File: config.mk
export PLATFORM = sky130hd
export DESIGN_NAME = div
export DESIGN_NICKNAME = d
export VERILOG_FILES = /design/src/rtl/div.sv
export SDC_FILE = /design/constraint.sdc
export NUM_CORES = 1
export LEC_CHECK = 0
export ABC_CLOCK_PERIOD_IN_PS = 9800
export CORE_MARGIN = 10
export CORE_UTILIZATION = 50
export CTS_CLUSTER_SIZE = 28
export DETAILED_ROUTE_END_ITERATION = 8
export GPL_TIMING_DRIVEN = 0
export PLACE_DENSITY = 0.75
export SYNTH_ARGS = -nofsm -noshare
export SYNTH_HDL_FRONTEND = slang
export SYNTH_SLANG_ARGS = --single-unit
export TNS_END_PERCENT = 1
File: constraint.sdc
create_clock -name clk -period 9.8 [get_ports clk]
set_clock_uncertainty 0.05 [all_clocks]
set_input_delay 0.98 -clock clk [delete_from_list [all_inputs] [get_ports clk]]
set_output_delay 0.98 -clock clk [all_outputs]
set_load 0.005 [all_outputs]
File: src/rtl/div.sv
// 32-bit restoring divider (signed/unsigned) with registered {remainder, quotient} result.
// Optional abort port annul_i is enabled by defining DIV_ANNUL_EN.
module div (
  input  logic        clk,
  input  logic        rst,
  input  logic        signed_div_i,
  input  logic [31:0] opdata1_i,
  input  logic [31:0] opdata2_i,
  input  logic        start_i,
`ifdef DIV_ANNUL_EN
  input  logic        annul_i,
`endif
  output logic [63:0] result_o,
  output logic        ready_o
);

  typedef enum logic [1:0] {IDLE, DZERO, BUSY, DONE} state_t;

  state_t      state_r;
  state_t      state_s;
  logic [5:0]  cnt_r;
  logic [63:0] work_r;
  logic [31:0] divisor_r;
  logic        neg_q_r;
  logic        neg_rem_r;
  logic        annul_s;
  logic [32:0] part_s;
  logic [32:0] diff_s;
  logic [63:0] step_s;
  logic [63:0] fix_s;
  logic        accept_s;

`ifdef DIV_ANNUL_EN
  assign annul_s = annul_i;
`else
  assign annul_s = 1'b0;
`endif

  function automatic logic [31:0] cond_neg(input logic [31:0] v, input logic en);
    cond_neg = en ? (~v + 32'd1) : v;
  endfunction

  assign accept_s = start_i && !annul_s;

  // One restoring step: bit 32 of diff_s is the borrow, i.e. partial < divisor.
  assign part_s = work_r[63:31];
  assign diff_s = part_s - {1'b0, divisor_r};
  assign step_s = diff_s[32] ? {work_r[62:0], 1'b0}
                             : {diff_s[31:0], work_r[30:0], 1'b1};
  assign fix_s  = {cond_neg(work_r[63:32], neg_rem_r), cond_neg(work_r[31:0], neg_q_r)};

  // State register
  always_ff @(posedge clk or negedge rst) begin
    if (!rst) begin
      state_r <= IDLE;
    end else begin
      state_r <= state_s;
    end
  end

  // Next-state logic
  always_comb begin
    state_s = state_r;
    case (state_r)
      IDLE: begin
        if (accept_s) begin
          state_s = (opdata2_i == 32'd0) ? DZERO : BUSY;
        end else begin
          state_s = IDLE;
        end
      end
      DZERO: begin
        if (annul_s) begin
          state_s = IDLE;
        end else begin
          state_s = DONE;
        end
      end
      BUSY: begin
        if (annul_s) begin
          state_s = IDLE;
        end else if (cnt_r == 6'd32) begin
          state_s = DONE;
        end else begin
          state_s = BUSY;
        end
      end
      DONE: begin
        if (ready_o && !start_i) begin
          state_s = IDLE;
        end else begin
          state_s = DONE;
        end
      end
      default: state_s = IDLE;
    endcase
  end

  // Datapath: operand capture as magnitudes, shift-subtract iterations, final sign fix
  always_ff @(posedge clk or negedge rst) begin
    if (!rst) begin
      cnt_r     <= 6'd0;
      work_r    <= 64'd0;
      divisor_r <= 32'd0;
      neg_q_r   <= 1'b0;
      neg_rem_r <= 1'b0;
    end else begin
      case (state_r)
        IDLE: begin
          if (accept_s) begin
            work_r    <= {32'd0, cond_neg(opdata1_i, signed_div_i && opdata1_i[31])};
            divisor_r <= cond_neg(opdata2_i, signed_div_i && opdata2_i[31]);
            neg_q_r   <= signed_div_i && (opdata1_i[31] ^ opdata2_i[31]);
            neg_rem_r <= signed_div_i && opdata1_i[31];
            cnt_r     <= 6'd0;
          end
        end
        DZERO: begin
          work_r <= 64'd0;
          cnt_r  <= 6'd0;
        end
        BUSY: begin
          if (annul_s) begin
            cnt_r <= 6'd0;
          end else if (cnt_r == 6'd32) begin
            work_r <= fix_s;
          end else begin
            work_r <= step_s;
            cnt_r  <= cnt_r + 6'd1;
          end
        end
        DONE: begin
          cnt_r <= 6'd0;
        end
        default: begin
          cnt_r <= 6'd0;
        end
      endcase
    end
  end

  // Output registers: raised on the first DONE edge, cleared when the request drops
  always_ff @(posedge clk or negedge rst) begin
    if (!rst) begin
      ready_o  <= 1'b0;
      result_o <= 64'd0;
    end else begin
      case (state_r)
        DONE: begin
          if (!ready_o) begin
            ready_o  <= 1'b1;
            result_o <= work_r;
          end else if (!start_i) begin
            ready_o  <= 1'b0;
            result_o <= 64'd0;
          end
        end
        default: begin
          ready_o  <= 1'b0;
          result_o <= 64'd0;
        end
      endcase
    end
  end

endmodule

==> results.yml <==
detailed_routing:
  wl_met2_microns: 15810
  maxUsedRoutingLayer: "met4"
  detailed_route_wire_length_microns: 36110
  route.vias.total: 11386
  route.detailed.drc: 0
  met3_routed_wl_microns: 4008
  sum_of_routed_wire_segments_on_met1_microns: 15560
  route.detailed.wl_per_inst_microns: 19.91
  drtAntennaViolNets: 0
  detail_route.iter0.violations: 1289
  drt_pass1_iterations: 6
  vias_per_cell: 6.277
grt:
  wire_length_of_the_first_global_routing_pass_microns: 56780
  first_global_vias: 10684
  grt.total_usage_pct: 24.05
  gr-total-overflow: 0
  grt_antenna_before_repair: 0
  grt_max_degree: 101
worst_setup_path:
  cell_chain_of_the_critical_path: "inv_1 > ha_1 > fa_1 > nand2b_1 > a21oi_1 > o211ai_1 > o21ai_0 > a31oi_1 > o22ai_1 > or2_2 > clkbuf_1 > buf_1 > mux2i_1 > a21oi_1"
  crit_arrival_ns: 4.82
  largest_stage_delay_worst_path_ns: 0.56
  crit_path_max_fanout: 10
  critical_path_class: "flip-flop to flip-flop"
  number_of_buffers_and_inverters_on_the_critical_path: 3
  timing.critical_path.from_type: "flip-flop"
  critical_path.endpoint_type: "flip-flop"
  worst-endpoint-required_ns: 10.06
  cp_slowest_cell: "sky130_fd_sc_hd__buf_1"
  critical_path.top_delay_family: "compound AO/OA/AOI/OAI gates"
  critPathMostFrequentCell: "sky130_fd_sc_hd__a21oi_1"
final_layout:
  final_util_pct: 60.93
  post-route-cell-area_sq_um: 13800
  seqCellArea_sq_um: 4279
  antenna_cells: 0
  footprint_of_the_multi_input_gates_sq_um: 6719
  area_growth_pct: 19.90
  nNetsFinal: 1627
  final.fill_count: 2022
  drive_above_1_share_pct: 3.597
sta:
  tns_ns: 0
  headroom_to_the_max_slew_limit_pct: 46.40
  rsz0062_at_grt: "no"
  timing_hold_violations_final: 0
  layout_worst_path_cycle_share_pct: 46.47
  timing.fmax_ghz: 0.2196
  setup_viol: 0
  report.final.slew_viol_count: 0
  post-route-min-period_ns: 4.554
  worst_tran_pin_value_ns: 0.7929
yosys:
  synth_area_sq_um: 11510
  ys.warnings.count: 0
  post-synth-top-area-fraction_pct: 37.19
  synth_enable_flop_cells: 0
  avgSynthCellArea_sq_um: 8.436
  synthFlopType: "sky130_fd_sc_hd__dfrtp_1"
  synth_top_cells_by_area: "sky130_fd_sc_hd__dfrtp_1 (37%), sky130_fd_sc_hd__o21ai_0 (6.7%), sky130_fd_sc_hd__a22o_1 (4.9%)"
  post_synthesis_register_bit_count: 171
  netlist-cell-type-count: 64
  number_of_standard_cells_after_synthesis: 1364
  mappedNetlistNets: 1475
  synth_largest_area_cell: "sky130_fd_sc_hd__dfrtp_1"
  async_reset_ff_share_pct: 100.0
  synth-seq-area-share_pct: 37.19
floorplan:
  ports_placed_on_the_boundary: 133
  fp.dieH_microns: 171.7
  placementRows: 55
  die_area_sq_um: 29480
  die_w_microns: 171.7
  floorplan.initialDensity_pct: 50.82
  core-area_sq_um: 22640
power_and_ir_drop:
  cellLeakagePower_nw: 5.865
  power_frac_clock_pct: 18.5
  power.density_nw_per_um2: 265.3
  switching_part_of_the_total_power_pct: 47.20
  power_w: 0.003660
  seq_power_share_pct: 29.6
  net-switching-power_w: 0.001728
  internal-power_w: 0.001933
  vdd.ir_drop.worst_mv: 0.1274
  comb_power_share_pct: 51.9
clocking:
  tritoncts_num_sinks: 171
  post-cts-setup-buffer-count: 0
  cts_resized: 0
  postCtsHoldBufs: 0
  clk_transition_reported_paths_ns: 0.07
  clockRootBuffer: "sky130_fd_sc_hd__clkbuf_16"
  cts_buf_count: 17
  cts_tree: "yes"
  cts_htree_levels: 4
  max_clock_buf_depth: 2
  clock_insertion_delay_worst_skew_ns: 0.44
placed_design:
  place_hpwl_microns: 27410
  last_weighted_congestion_value_of_the_routability_driven_placer: 0.9180
  portBuffers: 132
  placement.cell_area_sq_um: 13220
min_path:
  hold_path_class: "flip-flop to flip-flop"
flow_run:
  max_cap_violations: 0
outcome:
  run_status: "completed"
## kinds of logic after synthesis
family / synth area share [%]
fa+ha+maj: 4.741
compound gates: 26.82
xor+xnor: 7.155
flops: 37.19
simple gates: 17.57
buf+inv: 4.415
mux: 2.110
## sequential cells by signal, indices dropped and copies added (netlist names)
register,count
result_o,64
work_r,64
divisor_r,32
cnt_r,6
state_r,2
neg_q_r,1
neg_rem_r,1
ready_o,1
## cell usage in the layout (no fill, tap or decap), types with 15 or more instances in the layout
master and count:
sky130_fd_sc_hd__nand3_1 29, sky130_fd_sc_hd__o21ai_0 154, sky130_fd_sc_hd__o21a_1 15, sky130_fd_sc_hd__clkbuf_1 64, sky130_fd_sc_hd__inv_1 55, sky130_fd_sc_hd__or3_1 18, sky130_fd_sc_hd__a31oi_1 18, sky130_fd_sc_hd__a21oi_1 106
sky130_fd_sc_hd__nor2_1 96, sky130_fd_sc_hd__nand2_1 131, sky130_fd_sc_hd__xnor2_1 51, sky130_fd_sc_hd__a22o_1 65, sky130_fd_sc_hd__ha_1 42, sky130_fd_sc_hd__clkdlybuf4s50_1 131, sky130_fd_sc_hd__mux2i_1 22, sky130_fd_sc_hd__o211ai_1 15
sky130_fd_sc_hd__nand2b_1 16, sky130_fd_sc_hd__dfrtp_1 171, sky130_fd_sc_hd__nor3_1 53, sky130_fd_sc_hd__xor2_1 43, sky130_fd_sc_hd__nor4_1 16, sky130_fd_sc_hd__a21o_1 15, sky130_fd_sc_hd__clkbuf_16 17, sky130_fd_sc_hd__o31ai_1 21
## power groups by stage
stage | sequential, W | clock (W) | combinational (W)
finish | 0.00108 | 0.000678 | 0.00190
global route | 0.00111 | 0.000714 | 0.00210
CTS | 0.00107 | 0.000680 | 0.00185
detailed placement | 0.00109 | 0 | 0.00183
global placement | 0.00108 | 0 | 0.00179
floorplan | 0.00101 | 0 | 0.00138
## worst paths after layout
| kind | startpoint | cells after the start | end | slack [ns] |
|---|---|---|---|---|
| max in group asynchronous | rst | 2 | work_r[3] | 8.34 |
| hold reg to reg | divisor_r[27] | 2 | divisor_r[27] | 0.43 |
| hold / removal | divisor_r[27] | 2 | divisor_r[27] | 0.43 |
| setup reg to reg | work_r[31] | 14 | work_r[60] | 5.25 |
| min in group asynchronous | rst | 1 | divisor_r[1] | 0.44 |
| setup / recovery | work_r[31] | 14 | work_r[60] | 5.25 |
## metrics by stage
stage | cells | setup slack [ns] | hold WS, ns
2_1_floorplan | 1364 | 6.457 | 0.3998
3_3_place_gp | 1781 | 0.7074 | 0.4137
3_5_place_dp | 1782 | 5.295 | 0.4208
4_1_cts | 1814 | 5.283 | 0.4359
5_1_grt | 1814 | 4.921 | 0.4629
6_report | 1814 | 5.246 | 0.4306
## metal layers
layer  vias up  global-route usage (%)
met5         -                       0
met2       605                   36.07
li1       5326                       -
met4         0                   7.070
met1      5374                   34.02
met3        81                   5.042
## final cells by class
type / count / share of cell area [%]
multi-input cells: 1060 / 48.70
flip-flops and latches: 171 / 31.02
repair buffers: 133 / 9.813
clock buffers: 19 / 3.211
clock inverters: 13 / 0.9886
inverters: 55 / 1.496
plain buffers: 78 / 2.186
well taps: 285 / 2.585
## cells in the mapped netlist (all sizes together) (14+ instances only)
cell type and n:
o21a 15, a21oi 106, a21o 15, buf 14
o31ai 21, a31oi 18, xor2 43, o211ai 15
nand2 131, dfrtp 171, o21ai 155, inv 55
a22o 65, ha 42, or3 21, clkbuf 64
nand2b 16, xnor2 51, nor2 96, mux2i 22
nor4 17, nor3 54, nand3 29
## worst min-delay path: cells and delay by family, from the launching register on
kind	cells	cell delay, ns
simple gates	1	0.05
flops	1	0.34
compound gates	1	0.06
Note: power is estimated with default switching activity, not from simulation.
